### src/rtl/grn_pkg.sv
// Shared FSM state type, default sizing constants and the counter-width check
// for the GRN cycle controller.
package grn_pkg;

    typedef enum logic [2:0] {
        ST_IDLE   = 3'd0,
        ST_LOAD   = 3'd1,
        ST_RUN    = 3'd2,
        ST_PERIOD = 3'd3,
        ST_DONE   = 3'd4
    } grn_state_e;

    localparam int GRN_CNT_W     = 16;
    localparam int GRN_MAX_STEPS = 1000;

    // True when a cnt_w-bit unsigned counter can hold max_val.
    function automatic bit cnt_fits(input int cnt_w, input int max_val);
        return (longint'(max_val) < (longint'(1) << cnt_w));
    endfunction

endpackage

### src/rtl/grn_sat_counter.sv
// Up-counter that sticks at MAX instead of wrapping; clr has priority over inc.
module grn_sat_counter #(
    parameter int CNT_W = 16,
    parameter int MAX   = 1000
) (
    input  logic             clk,
    input  logic             rst,
    input  logic             clr,
    input  logic             inc,
    output logic [CNT_W-1:0] cnt,
    output logic             at_max
);
    localparam logic [CNT_W-1:0] MAX_C = CNT_W'(MAX);

    logic [CNT_W-1:0] r_cnt;

    assign cnt    = r_cnt;
    assign at_max = (r_cnt == MAX_C);

    always_ff @(posedge clk) begin
        if (rst || clr) begin
            r_cnt <= '0;
        end else if (inc && !at_max) begin
            r_cnt <= r_cnt + 1'b1;
        end
    end

endmodule

### src/rtl/grn_cycle_ctrl.sv
// Loads an initial state into the GRN node array, steps the nodes Floyd-style
// (s1 hare, s0 tortoise) and reports the attractor meeting step and period.
module grn_cycle_ctrl
    import grn_pkg::*;
#(
    parameter int N_NODES   = 8,
    parameter int CNT_W     = GRN_CNT_W,
    parameter int MAX_STEPS = GRN_MAX_STEPS
) (
    input  logic               clk,
    input  logic               rst,
    input  logic               start,
    input  logic [N_NODES-1:0] init_vec,
    output logic               busy,
    output logic               reset_nos,
    output logic [N_NODES-1:0] init_state_o,
    output logic               start_s0,
    output logic               start_s1,
    input  logic [N_NODES-1:0] s0_vec,
    input  logic [N_NODES-1:0] s1_vec,
    output logic               result_valid,
    input  logic               result_ready,
    output logic [CNT_W-1:0]   meet_step,
    output logic [CNT_W-1:0]   period,
    output logic               timeout,
    output grn_state_e         o_dbg_state
);

    if (MAX_STEPS < 1 || !cnt_fits(CNT_W, MAX_STEPS)) begin : g_width_check
        $error("grn_cycle_ctrl: CNT_W cannot hold MAX_STEPS");
    end

    grn_state_e         r_state;
    grn_state_e         w_next;
    logic [N_NODES-1:0] r_init;
    logic [CNT_W-1:0]   r_meet;
    logic [CNT_W-1:0]   r_period;
    logic               r_timeout;

    logic [CNT_W-1:0]   w_step;
    logic [CNT_W-1:0]   w_p;
    logic               w_step_max;
    logic               w_p_max;
    logic               w_step_clr;
    logic               w_p_clr;
    logic               w_step_inc;
    logic               w_p_inc;
    logic               w_vec_eq;
    logic               w_hit;
    logic               w_per_eq;
    logic               w_s0;
    logic               w_s1;

    assign w_vec_eq = (s0_vec == s1_vec);
    // Only even step counts compare tortoise t against hare 2t.
    assign w_hit    = (w_step != '0) && !w_step[0] && w_vec_eq;
    assign w_per_eq = (w_p != '0) && w_vec_eq;

    assign w_step_clr = (r_state != ST_RUN);
    assign w_p_clr    = (r_state != ST_PERIOD);
    assign w_step_inc = (r_state == ST_RUN) && w_s0;
    assign w_p_inc    = (r_state == ST_PERIOD) && w_s1;

    grn_sat_counter #(.CNT_W(CNT_W), .MAX(MAX_STEPS)) u_step_cnt (
        .clk    (clk),
        .rst    (rst),
        .clr    (w_step_clr),
        .inc    (w_step_inc),
        .cnt    (w_step),
        .at_max (w_step_max)
    );

    grn_sat_counter #(.CNT_W(CNT_W), .MAX(MAX_STEPS)) u_p_cnt (
        .clk    (clk),
        .rst    (rst),
        .clr    (w_p_clr),
        .inc    (w_p_inc),
        .cnt    (w_p),
        .at_max (w_p_max)
    );

    always_ff @(posedge clk) begin
        if (rst) begin
            r_state <= ST_IDLE;
        end else begin
            r_state <= w_next;
        end
    end

    always_comb begin
        w_next = r_state;
        w_s0   = 1'b0;
        w_s1   = 1'b0;
        case (r_state)
            ST_IDLE:   if (start) w_next = ST_LOAD;
            ST_LOAD:   w_next = ST_RUN;
            ST_RUN: begin
                w_s0 = !w_hit;
                w_s1 = !w_hit;
                if (w_hit)           w_next = ST_PERIOD;
                else if (w_step_max) w_next = ST_DONE;
            end
            ST_PERIOD: begin
                w_s1 = !w_per_eq;
                if (w_per_eq || w_p_max) w_next = ST_DONE;
            end
            ST_DONE:   if (result_ready) w_next = ST_IDLE;
            default:   w_next = ST_IDLE;
        endcase
    end

    always_ff @(posedge clk) begin
        if (rst) begin
            r_init    <= '0;
            r_meet    <= '0;
            r_period  <= '0;
            r_timeout <= 1'b0;
        end else begin
            if (r_state == ST_IDLE && start) begin
                r_init <= init_vec;
            end
            if (r_state == ST_LOAD) begin
                r_meet    <= '0;
                r_period  <= '0;
                r_timeout <= 1'b0;
            end
            if (r_state == ST_RUN) begin
                if (w_hit) begin
                    r_meet <= w_step >> 1;
                end else if (w_step_max) begin
                    r_timeout <= 1'b1;
                end
            end
            if (r_state == ST_PERIOD) begin
                if (w_per_eq) begin
                    r_period <= w_p;
                end else if (w_p_max) begin
                    r_timeout <= 1'b1;
                    r_meet    <= '0;
                end
            end
        end
    end

    // Result port: valid for the whole of DONE, fields frozen there; the
    // transfer happens on the edge where result_ready is high.
    assign busy         = (r_state != ST_IDLE);
    assign reset_nos    = (r_state == ST_LOAD);
    assign init_state_o = r_init;
    assign start_s0     = w_s0 && !rst;
    assign start_s1     = w_s1 && !rst;
    assign result_valid = (r_state == ST_DONE);
    assign meet_step    = r_meet;
    assign period       = r_period;
    assign timeout      = r_timeout;
    assign o_dbg_state  = r_state;

endmodule

### config.mk
export PLATFORM = sky130hd
export DESIGN_NAME = grn_cycle_ctrl
export DESIGN_NICKNAME = d
export VERILOG_FILES = /design/src/rtl/grn_pkg.sv /design/src/rtl/grn_sat_counter.sv /design/src/rtl/grn_cycle_ctrl.sv
export SDC_FILE = /design/constraint.sdc
export NUM_CORES = 1
export LEC_CHECK = 0
export ABC_AREA = 1
export CORE_UTILIZATION = 35
export CTS_CLUSTER_DIAMETER = 80
export DETAILED_ROUTE_END_ITERATION = 7
export PLACE_DENSITY = 0.66
export SLEW_MARGIN = 10
export SYNTH_ARGS = -nofsm -noshare
export SYNTH_HDL_FRONTEND = slang
export SYNTH_HIERARCHICAL = 1
export SYNTH_SLANG_ARGS = --single-unit
### constraint.sdc
create_clock -name clk -period 1.7 [get_ports clk]
set_input_delay 0.34 -clock clk [delete_from_list [all_inputs] [get_ports clk]]
set_output_delay 0.34 -clock clk [all_outputs]
set_load 0.05 [all_outputs]
==> metrics.txt <==
status=complete, but fails checks; failing checks=design-rule violations, negative setup slack; Power Dens Cells=1030 nW/µm²; total core area=11600 µm²; Filler cells=1097; Routed Antenna Nets=0; # DRC=4; clk sinks=76; Clock Path Buffers=2; Post-Syn Nets=707; DRT iter0 DRCs=145; DIE WIDTH=112 µm; CP arrival=1.66 ns; num ports=77; Max H-tree Level=3; die area=12500 µm²; R2R cell count=13; R2R Path End=meet_step[12]$_SDFF_PP0_; most frequent cells in the layout=183 x nand2_1, 108 x buf_4, 84 x nor2_1; min Tclk post-route=2.00 ns; Hold Path Depth=2; Critical Path Source Type=register; vias in the first global route=4573; Detail Placement HPWL=8.96 mm; final hold vios=0; initial antenna violation count=0; fin crit share=1.18; Design Power=6.40 mW; hold wc startpoint=init_state_o[3]$_SDFFE_PP0P_; hold buffers post-CTS=0; Placed Area=5500 µm²; most common cell after layout, fill and taps aside=nand2_1; IO buf count=76; register area=1550 µm²; largest net degree at the start of global routing=34; TritonCTS Buffers=9; Worst-path clk slew=0.06 ns; RSZ-0062 raised after global routing=yes; flop-to-flop setup slack=0 ns; #FFs+latches synth=76; Synth Instances=675; Max VDD drop=0.686 mV; Least-Margin Pin Slew=0.665 ns; multi-input logic area=2510 µm²; pins over their slew limit=0; post-synthesis cell area=4210 µm²; Vias=4690; global-route wire length before repair=20.9 mm; Max Clock Skew=0.00669 ns; Synth area leader=dfxtp_1; final instance area=6230 µm²; Final GP Congestion=0.899; routed wire length per instance=13.1 µm; Die Y=112 µm; Synth top area share=0.361; Finished Core Util=0.538; Syn-to-layout area delta=47.8%; num rows=39; share of cells above drive strength 1=0.327; GRT Overall Usage=0.208; crit path kind=register to output port; WL final=12.6 mm; register area share after synthesis=0.361; Hold EP=init_state_o[3]$_SDFFE_PP0P_; detailed-router iteration count before antenna repair=7; synthesized area per cell=6.24 µm²; Ant. Diodes=0; Max Clk Rate=0.499 GHz; relative slew slack=0.556; fin nets=850; CTS tree=built; Clk Latency, worst-skew pair=0.34 ns; pre-CTS WS=-0.555 ns; Netlist cell types=28; GRT overflow=0; Reg2Reg Launch Point=u_p_cnt/cnt[14]$_SDFFE_PP0P_; worst hold path class=register to register; leakage=2.72 nW; worst path required time=1.36 ns; CP Capture Type=output port; synth top area cells=dfxtp_1 36%, nand2_1 18%, nor2_1 9.4%; final count of negative-setup-slack endpoints=4; worst hold slack=0.444 ns; Initial Utilization=0.364; Max-Cap Viols=0; clk root buf=clkbuf_16; synth warn=6; post-DR vias/cell=4.86; Max FO, Critical Path=2; post-route setup slack=-0.302 ns
[metrics by stage]
stage	cells	TNS (ns)
CTS	963	-0.563
floorplan	675	-0.0294
finish	966	-0.507
detailed placement	940	-27.00
global route	966	-1.71
global placement	940	-23.00
[flip-flops by register name, summed over array words and instances (netlist names)]
name and cells:
init_state_o 8, meet_step 16, o_dbg_state 3, period 16, timeout 1, u_p_cnt/cnt 16, u_step_cnt/cnt 16
[worst max-delay path, stage by stage (launching register included)]
cell and delay [ns]:
dfxtp_2 0.33, nor2_2 0.12, nand2_2 0.07, nor2_4 0.14, nand2_2 0.10, nand3_2 0.09, nand2_2 0.06, buf_6 0.12
a21oi_4 0.12, buf_6 0.18
[synth_stat cells, drive strengths merged]
library cell and n:
nand4 12, a21oi 58, o21ai 30, a31oi 1, o22ai 1, xnor2 5, nor3 5, and2 2
nand2 208, nor3b 1, clkbuf 8, clkinv 2, nor2 113, nand3 44, buf 12, dfxtp 76
ha 4, inv 85, xor2 8
[worst max-delay path by stage]
stage	cells past startpoint	from	to
6_report	9	u_p_cnt/cnt[14]$_SDFFE_PP0P_	start_s1
4_1_cts	9	u_step_cnt/cnt[12]$_SDFFE_PP0P_	start_s1
5_1_grt	9	u_p_cnt/cnt[14]$_SDFFE_PP0P_	start_s1
3_5_place_dp	12	s1_vec[7]	start_s1
3_3_place_gp	12	s1_vec[5]	start_s1
2_1_floorplan	4	o_dbg_state[1]$_SDFFE_PP0P_	start_s0
[routing by layer]
metal | up-vias | global-route usage | part of all wire
met3 | 28 | 0.0321 | 0.031
met4 | 0 | 0.110 | 0.031
met2 | 95 | 0.367 | 0.51
met1 | 2169 | 0.242 | 0.43
li1 | 2398 | - | -
met5 | - | 0 | 0
[report_power, final]
group / internal [mW] / leakage (nW) / total (mW) / switching, mW
clock network: 1.33 / 0.162 / 2.10 / 0.773
registers: 1.90 / 0.624 / 2.01 / 0.106
logic: 0.815 / 1.93 / 2.29 / 1.48
total: 4.04 / 2.72 / 6.40 / 2.36
[cells by family (layout without fill, tap and decap cells)]
family | after synthesis | count (layout) | share of synthesized area
DFF | 76 | 76 | 0.361
buffers and inverters | 107 | 255 | 0.110
xor gates and xnor gates | 13 | 13 | 0.0270
AOI/OAI and AO/OA | 90 | 90 | 0.110
adders and majority gates | 4 | 4 | 0.0119
and+or+nand+nor | 385 | 385 | 0.380
[layout make-up]
cell class | instances | area share
repair buffers | 152 | 0.208
flip-flops and latches | 76 | 0.249
clock buffers | 10 | 0.0384
inverters | 87 | 0.0579
multi-input cells | 492 | 0.404
clock inverters | 6 | 0.0141
well taps | 143 | 0.0287
[repair_timing]
item                                    in CTS  in global routing
pin swaps                                   17                 43
resized for setup                           53                115
cloned                                       1                  1
endpoints found under the setup margin      50                 51
buffers inserted                             7                  5
Power figures use the tool's default switching activity.
